File: config.mk
export PLATFORM = sky130hd
export DESIGN_NAME = writeback
export DESIGN_NICKNAME = d
export VERILOG_FILES = /design/src/rtl/writeback_pkg.sv /design/src/rtl/writeback_regfile.sv /design/src/rtl/writeback.sv
export SDC_FILE = /design/constraint.sdc
export NUM_CORES = 2
export LEC_CHECK = 0
export ABC_AREA = 1
export CAP_MARGIN = 10
export CORE_UTILIZATION = 40
export DETAILED_ROUTE_END_ITERATION = 10
export PLACE_DENSITY_LB_ADDON = 0.08
export SLEW_MARGIN = 10
export SYNTH_ARGS = -nofsm -noshare
export SYNTH_HDL_FRONTEND = slang
export SYNTH_SLANG_ARGS = --single-unit
File: constraint.sdc
create_clock -name clk -period 2.8 [get_ports clk]
set_input_delay 0.56 -clock clk [delete_from_list [all_inputs] [get_ports clk]]
set_output_delay 0.56 -clock clk [all_outputs]
set_load 0.03 [all_outputs]
File: src/rtl/writeback_pkg.sv
// Shared types and constants for the writeback stage.
//  - wb_state_t    : writeback FSM states
//  - exec_result_t : the record handed over by execute each cycle
//  - DEF_*         : default datapath widths used by the stage and its struct
package writeback_pkg;

    localparam int DEF_XLEN   = 32;
    localparam int DEF_NREG   = 32;
    localparam int DEF_CNT_W  = 64;
    localparam int REG_ADDR_W = 5;

    typedef enum logic [1:0] {
        RUN   = 2'd0,
        FLUSH = 2'd1,
        TRAP  = 2'd2
    } wb_state_t;

    typedef struct packed {
        logic                  wb_en;
        logic [REG_ADDR_W-1:0] rd;
        logic [DEF_XLEN-1:0]   rd_val;
        logic                  jump;
        logic [DEF_XLEN-1:0]   jump_pc;
        logic                  illegal;
    } exec_result_t;

endpackage

File: src/rtl/writeback_regfile.sv
// Architectural register file: one write port, two combinational read ports.
//  clk, rst        : clock, asynchronous active-low clear of every register
//  we/waddr/wdata  : write port (writes to x0 are dropped)
//  raddr1/rdata1   : read port 1, write-first bypass
//  raddr2/rdata2   : read port 2, write-first bypass
module writeback_regfile
    import writeback_pkg::*;
#(
    parameter int XLEN = DEF_XLEN,
    parameter int NREG = DEF_NREG
) (
    input  logic                    clk,
    input  logic                    rst,
    input  logic                    we,
    input  logic [$clog2(NREG)-1:0] waddr,
    input  logic [XLEN-1:0]         wdata,
    input  logic [$clog2(NREG)-1:0] raddr1,
    output logic [XLEN-1:0]         rdata1,
    input  logic [$clog2(NREG)-1:0] raddr2,
    output logic [XLEN-1:0]         rdata2
);

    logic [XLEN-1:0] regs_q [NREG];

    // NOTE: the register array is cleared on reset because the core expects
    // every architectural register to read 0 after reset; a RAM macro would
    // need an explicit clearing sequence instead.
    // NOTE: state is updated with non-blocking assignments so every flop
    // samples pre-edge values regardless of block ordering.
    always_ff @(posedge clk or negedge rst) begin
        if (!rst) begin
            for (int i = 0; i < NREG; i++) begin
                regs_q[i] <= '0;
            end
        end else if (we && (waddr != '0)) begin
            regs_q[waddr] <= wdata;
        end
    end

    // Write-first: a same-cycle write to the addressed register is forwarded
    // so decode sees the value that is about to be committed.
    always_comb begin
        if (raddr1 == '0) begin
            rdata1 = '0;
        end else if (we && (waddr == raddr1)) begin
            rdata1 = wdata;
        end else begin
            rdata1 = regs_q[raddr1];
        end
    end

    always_comb begin
        if (raddr2 == '0) begin
            rdata2 = '0;
        end else if (we && (waddr == raddr2)) begin
            rdata2 = wdata;
        end else begin
            rdata2 = regs_q[raddr2];
        end
    end

endmodule

File: src/rtl/writeback.sv
// Final in-order pipeline stage.
//  clk, rst                  : clock, asynchronous active-low reset
//  result_valid/result_ready : handshake from execute (ready is always 1)
//  result                    : exec_result_t from execute
//  rs1_addr/rs1_data         : decode read port 1 (combinational, bypassed)
//  rs2_addr/rs2_data         : decode read port 2 (combinational, bypassed)
//  flush                     : squash fetch/decode/execute
//  redirect_valid/redirect_pc: fetch restart request (one cycle after a jump)
//  halted                    : sticky, an illegal instruction was committed
//  instret                   : committed-instruction counter
module writeback
    import writeback_pkg::*;
#(
    parameter int XLEN  = DEF_XLEN,
    parameter int NREG  = DEF_NREG,
    parameter int CNT_W = DEF_CNT_W
) (
    input  logic                  clk,
    input  logic                  rst,
    input  logic                  result_valid,
    output logic                  result_ready,
    input  exec_result_t          result,
    input  logic [REG_ADDR_W-1:0] rs1_addr,
    output logic [XLEN-1:0]       rs1_data,
    input  logic [REG_ADDR_W-1:0] rs2_addr,
    output logic [XLEN-1:0]       rs2_data,
    output logic                  flush,
    output logic                  redirect_valid,
    output logic [XLEN-1:0]       redirect_pc,
    output logic                  halted,
    output logic [CNT_W-1:0]      instret
);

    wb_state_t        state_q, state_d;
    logic             flush_q, flush_d;
    logic             redirect_valid_q, redirect_valid_d;
    logic [XLEN-1:0]  redirect_pc_q, redirect_pc_d;
    logic             halted_q, halted_d;
    logic [CNT_W-1:0] instret_q, instret_d;

    logic commit;
    logic rf_we;

    // Execute can never be stalled; results seen outside RUN are simply dropped.
    assign result_ready = 1'b1;
    assign commit       = result_valid && (state_q == RUN);
    // An illegal instruction must not leave architectural side effects.
    assign rf_we        = commit && result.wb_en && !result.illegal;

    writeback_regfile #(
        .XLEN (XLEN),
        .NREG (NREG)
    ) u_regfile (
        .clk    (clk),
        .rst    (rst),
        .we     (rf_we),
        .waddr  (result.rd),
        .wdata  (result.rd_val),
        .raddr1 (rs1_addr),
        .rdata1 (rs1_data),
        .raddr2 (rs2_addr),
        .rdata2 (rs2_data)
    );

    // NOTE: every signal assigned here gets a default first, so no path
    // through the case statement can leave it unassigned and infer a latch.
    always_comb begin
        state_d          = state_q;
        flush_d          = 1'b0;
        redirect_valid_d = 1'b0;
        redirect_pc_d    = redirect_pc_q;
        halted_d         = halted_q;
        instret_d        = instret_q;

        if (commit && !result.illegal) begin
            instret_d = instret_q + CNT_W'(1);
        end

        unique case (state_q)
            RUN: begin
                // illegal wins over jump when both are flagged
                if (commit && result.illegal) begin
                    state_d  = TRAP;
                    flush_d  = 1'b1;
                    halted_d = 1'b1;
                end else if (commit && result.jump) begin
                    state_d          = FLUSH;
                    flush_d          = 1'b1;
                    redirect_valid_d = 1'b1;
                    redirect_pc_d    = result.jump_pc;
                end
            end
            // One cycle of flush; anything arriving now is wrong-path.
            FLUSH: state_d = RUN;
            // Parked until reset, holding upstream squashed.
            TRAP: begin
                flush_d  = 1'b1;
                halted_d = 1'b1;
            end
            default: state_d = RUN;
        endcase
    end

    always_ff @(posedge clk or negedge rst) begin
        if (!rst) begin
            state_q          <= RUN;
            flush_q          <= 1'b0;
            redirect_valid_q <= 1'b0;
            redirect_pc_q    <= '0;
            halted_q         <= 1'b0;
            instret_q        <= '0;
        end else begin
            state_q          <= state_d;
            flush_q          <= flush_d;
            redirect_valid_q <= redirect_valid_d;
            redirect_pc_q    <= redirect_pc_d;
            halted_q         <= halted_d;
            instret_q        <= instret_d;
        end
    end

    assign flush          = flush_q;
    assign redirect_valid = redirect_valid_q;
    assign redirect_pc    = redirect_pc_q;
    assign halted         = halted_q;
    assign instret        = instret_q;

endmodule
# --- After elaboration in Yosys (flattened, before gate mapping) ---
# Index checks and enable logic that the tools add are counted.
totals:
  elab_cells: 95
  out_inout_bits: 164
  register_bits: 1125
classes:
  addsub: 1
  n_mux: 23
  n_bitwise: 5
  n_reduce_logical: 19
  n_eq_ne: 5
  n_lt_le_gt_ge: 4
op_table:
  columns: ["cell", "n"]
  rows:
  - ["1024-bit bitwise mux", 1]
  - ["32-bit binary-select mux with 5-bit select", 2]
  - ["32-bit two-way mux", 9]
  - ["32-bit demux with 5-bit select", 1]
  - ["64-bit by 1-bit adder with 64-bit output, second input constant", 1]
  - ["6-bit >= comparator, second input constant", 3]
  - ["5-bit inverter with 6-bit output", 3]
  - ["5-bit == test", 2]
  - ["1-bit logical AND", 10]
  - ["5-bit zero test", 2]
  - ["6-bit by 1-bit < comparator with 1-bit output, second input constant", 1]
  - ["1-bit two-way mux", 5]
  - ["5-bit nonzero test", 1]
  - ["2-bit two-way mux", 2]
  - ["1-bit case mux with 2 select lines", 2]
  - ["2-bit case mux with 2 select lines", 1]
  - ["2-bit AND reduction", 2]
  - ["3-bit by 1-bit inequality test with 1-bit output, second input constant", 1]
  - ["3-bit AND reduction", 1]
  - ["2-bit == test, second input constant", 1]
  - ["2-bit zero test", 1]
  - ["2-bit by 1-bit inequality test with 1-bit output, second input constant", 1]
  - ["1-bit inverter", 2]
  - ["2-bit nonzero test", 1]
  - ["1-bit zero test", 1]

# --- Longest topological paths before layout ---
logic_depth:
  word_depth: 7
  depth_mapped: 13
  depth_no_buf: 12

# --- Cells and area by module ---
# Synthesis repeated with hierarchy kept, for this count alone.
hier_totals:
  hier_cells: 9181
  hier_area_um2: 63611.0
by_module_without_submodules:
  columns: ["mod", "cells_each", "area_per_inst_um2", "n_inst"]
  rows:
  - ["writeback_regfile", 8499, 58320.9, 1]
  - ["writeback", 682, 5290.1, 1]

# --- Worst setup path after synthesis ---
# No wires, ideal clock.
synth_path:
  kind: "input to output"
  start: "in rs1_addr[0]"
  end: "out rs1_data[19]"
  setup_slack_ns: 0.001
  cell_stages: 11
  t_arrival_ns: 2.239
  cell_sequence: "clkbuf_2 buf_4 buf_2 buf_2 buf_2 o211ai_1 nand3_1 nand3_1 nand3_1 nand2_1 a21oi_1"
synth_between:
  elab_chain_cells: 6
  elab_cells_between_ends: 9
  classes_between: "eq/ne (1); mux (5); bitwise (1); reduce/logical (2)"
synth_rtl:
  columns: ["element", "line", "rtl"]
  rows:
  - ["start: declaration", "writeback.sv:23", "input logic [REG_ADDR_W-1:0] rs1_addr,"]
  - ["5-bit inverter with 6-bit output (implied by the code)", "writeback_regfile.sv:48", "rdata1 = regs_q[raddr1];"]
  - ["32-bit binary-select mux with 5-bit select", "writeback_regfile.sv:48", null]
  - ["32-bit two-way mux (implied by the code) (2 in series)", "writeback_regfile.sv:48", null]
  - ["32-bit two-way mux", "writeback_regfile.sv:45", "end else if (we && (waddr == raddr1)) begin"]
  - ["32-bit two-way mux (*)", "writeback_regfile.sv:43", "if (raddr1 == '0) begin"]
  - ["end: declaration", "writeback.sv:24", "output logic [XLEN-1:0] rs1_data,"]
# Every way passes the cells marked *; elsewhere a longest branch is shown, timed or not. The select of a mux whose other input is x is not followed.

# --- Worst setup path after layout ---
layout_path:
  start: "in result[70] (netlist name)"
  end: "out rs1_data[23]"
layout_between:
  elab_chain_cells: 4
layout_rtl:
  columns: ["element", "line", "rtl"]
  rows:
  - ["start: declaration", "writeback.sv:22", "input exec_result_t result,"]
  - ["5-bit == test", "writeback_regfile.sv:45", null]
  - ["1-bit logical AND", "writeback_regfile.sv:45", null]
  - ["32-bit two-way mux", "writeback_regfile.sv:45", null]
  - ["32-bit two-way mux", "writeback_regfile.sv:43", null]
# Every way passes these cells.

==> impl_results.md <==
- Yosys cell types: 37
- Crit share post-route: 111%
- Post-synthesis area per instance: 7.26 µm²
- Clk root buf: clkbuf_16
- Run status: complete, but fails checks
- Sequential Area: 0.0282 mm²
- Critical setup path kind: primary input to output port
- Starting DRT DRC Count: 7,597
- Most common cell in the synthesized netlist: nand2_1
- WP data arrival: 2550 ps
- Core Footprint: 0.155 mm²
- Fin crit period: 3110 ps
- Grt peak-use layer: met2
- Tot GR Track Use: 33.3%
- Max_slew headroom: 55.7%
- Mux share of post-synthesis cell area: 0.0480%
- EDFF count, synth: 0
- Synth area leaders: dfrtp_1 (45%), nand2_1 (13%), o21ai_0 (9.5%)
- Number of max-cap violations: 0
- Worst-path fanout max: 7
- Synth top cells by count: nand2_1 (2,180), o21ai_0 (1,185), dfrtp_1 (1,125)
- Total gr overflow: 0
- Die X: 398 µm
- Num CTS Buffers: 136
- Setup TNS: -11,770 ps
- M2 GR Usage: 50.7%
- Ys flop type: dfrtp_1
- Antenna viol nets, final: 0
- Final WS setup: -314 ps
- Worst vdd ir: 0.625 mV
- Clock skew: 25.4 ps
- Filler instances: 15,000
- First-pass GRT wire length: 393,000 µm
- Met1 usage in global routing: 46.8%
- DRC: 0
- Failing checks: negative setup slack
- Largest area contributor in the netlist: dfrtp_1
- Worst Setup Start Kind: primary input
- Worst Reg-to-Reg Cells: 11
- Asr flop ratio synth: 100%
- RePlAce Congestion: 0.938
- Finished Layout Cells: 11,100
- Post-synth top area share: 45.0%
- Wire length per cell: 24.2 µm
- Final setup fails: 64
- Initial core utilization: 40.4%
- IO Pins: 249
- Count of clock tree sinks: 1,125
- # H-tree levels: 4
- GRT met3 Usage: 5.99%
- I/O Buffers: 247
- Synth-to-Final Area Change: 26.5%
- Adder-cell area share of the yosys netlist: 0.0200%
- Max Root-Sink Buffers: 3
- Post-synthesis simple-gate area fraction: 23.6%
- Routed vias: 63,400
- Pre-antenna DRT Iters: 6
- Skew-Pair Late Insertion Delay: 770 ps
- Syn nets: 8,707
- Synth Area in XOR/XNOR: 0.854%
- Site row count: 144
- Vias in the first global route: 58,700
- CTS tree: done
- Area fraction in compound gates after synthesis: 20.8%
- CP Capture Type: output port
- Final Slew Violations: 0
- Fmax: 321 MHz
- Die height: 398 µm
- Vias/cell: 5.72
- Worst reg2reg setup slack: 600 ps
- Seq cells post-synth: 1,125
- DP HPWL: 178,000 µm
- Worst r2r src: state_q[0]
- Slew @ Worst Pin: 663 ps
- Mapped Cells: 8,621
- Post-Syn Area: 0.0626 mm²
- Area of the multi-input gates: 0.0295 mm²
- Sequential element share of the synthesized area: 45.0%
- Nets: 9,028
- Power density cells: 526 mW/mm²
- Pin count of the biggest net entering global routing: 81
- Unrepaired setup endpoints after global routing: true
- Final wirelength: 268,000 µm
- Main combinational cell family by area after synthesis: simple AND/OR/NAND/NOR gates
- Worst-path clk slew: 60 ps
- R2r endpoint: u_regfile.regs_q[681]
- Cells after DPL: 10,800
- P_leak: 36.3 nW
- Overall power: 41.6 mW
- Die ar.: 0.158 mm²
- Endpoints failing hold: 0
- Critical Path RT: 2240 ps
- Layout cells sized above 1: 13.6%
- Hold crit path type: primary input to asynchronous set/reset pin
- Yosys Warn Count: 0
- Initial antenna violation count: 11
## report_power, final
group          total, mW  switching (mW)  internal, mW
clock               18.3            7.38          10.9
combinational       6.57            4.13          2.44
sequential          16.7           0.205          16.5
## how the worst max path moves through the flow
stage	start	cells past startpoint	endpoint
6_report	result[70]	9	rs1_data[23]
5_1_grt	state_q[1]	11	rs1_data[29]
4_1_cts	state_q[1]	12	rs2_data[18]
3_5_place_dp	result[67]	10	rs1_data[28]
3_3_place_gp	result[67]	10	rs1_data[28]
2_1_floorplan	rs1_addr[0]	11	rs1_data[19]
## layout make-up
cell class	count	share of cell area (%)
multi-input cells	5931	37.2
clock buffers	202	5.07
flip-flops and latches	1125	35.6
inverters	788	3.80
diodes	8	0.0253
repair buffers	960	14.4
well taps	2044	3.23
clock inverters	38	0.664
## kinds of logic after synthesis
family,Yosys count
flip-flops,1125
other,1
XOR/XNOR,61
adder cells (fa/ha/maj),1
multiplexers,3
AND/OR/NAND/NOR,3540
buffers and inverters,1565
AO/OA/AOI/OAI,2325
## timing repair
| action | CTS | global route |
|---|---|---|
| hold buffers | 1 | 0 |
| hold endpoints to repair | 28 | 0 |
| gates cloned | 2 | 7 |
| resized for setup | 177 | 149 |
| buffers inserted | 4 | 10 |
| pin swaps | 24 | 27 |
| setup endpoints to repair | 64 | 64 |
## sequential cells by signal (all words and copies together), names as in the netlist
register	flops
u_regfile.regs_q	1024
redirect_valid	1
flush	1
redirect_pc	32
state_q	2
instret	64
halted	1
## metal layers
| layer | share of wire (%) | up-vias |
|---|---|---|
| li1 | - | 29300 |
| met1 | 43 | 30600 |
| met2 | 44 | 2926 |
| met3 | 9.1 | 579 |
| met4 | 3.9 | 2 |
| met5 | 0.0026 | - |
## cells in the final DEF (no fill, tap or decap), types with 10 or more instances in the layout
cell type,Yosys,final
a21oi_1,426,380
a21oi_2,1,28
a21oi_4,0,19
buf_12,0,263
buf_4,2,463
buf_6,0,39
bufinv_16,0,11
clkbuf_1,549,35
clkbuf_16,0,147
clkbuf_8,0,26
clkdlybuf4s50_1,0,170
clkinv_2,0,16
dfrtp_1,1125,1125
inv_1,777,763
inv_2,10,13
inv_6,0,10
nand2_1,2180,2128
nand2_2,1,19
nand2_4,1,34
nand3_1,956,938
nand3_4,0,10
nand4_1,20,20
nor2_1,289,278
nor2_2,5,11
nor3_1,39,38
o211ai_1,542,542
o21ai_0,1185,1129
o21ai_1,164,174
o21ai_2,0,33
o21ai_4,0,13
or2_2,31,31
xnor2_1,14,14
xor2_1,47,47
## worst max-delay path, cell delays in order
cell             delay (ps)
clkdlybuf4s50_1         530
xor2_1                  220
nor2_2                  250
nand3_4                 160
buf_12                  190
clkbuf_16               210
o21ai_4                 170
a21oi_4                  60
buf_12                  140
## through the flow
step	instance area, µm²	worst slack (ps)	util [%]	hold slack [ps]
final	79200	-314	51.2	312
after global routing	79200	-350	51.1	323
after CTS	78300	-327	50.6	280
after detailed placement	73200	-522	47.3	368
after global placement	73200	-515	47.3	368
after floorplan	62600	0.865	-	264
(Power assumes the default switching activity.)
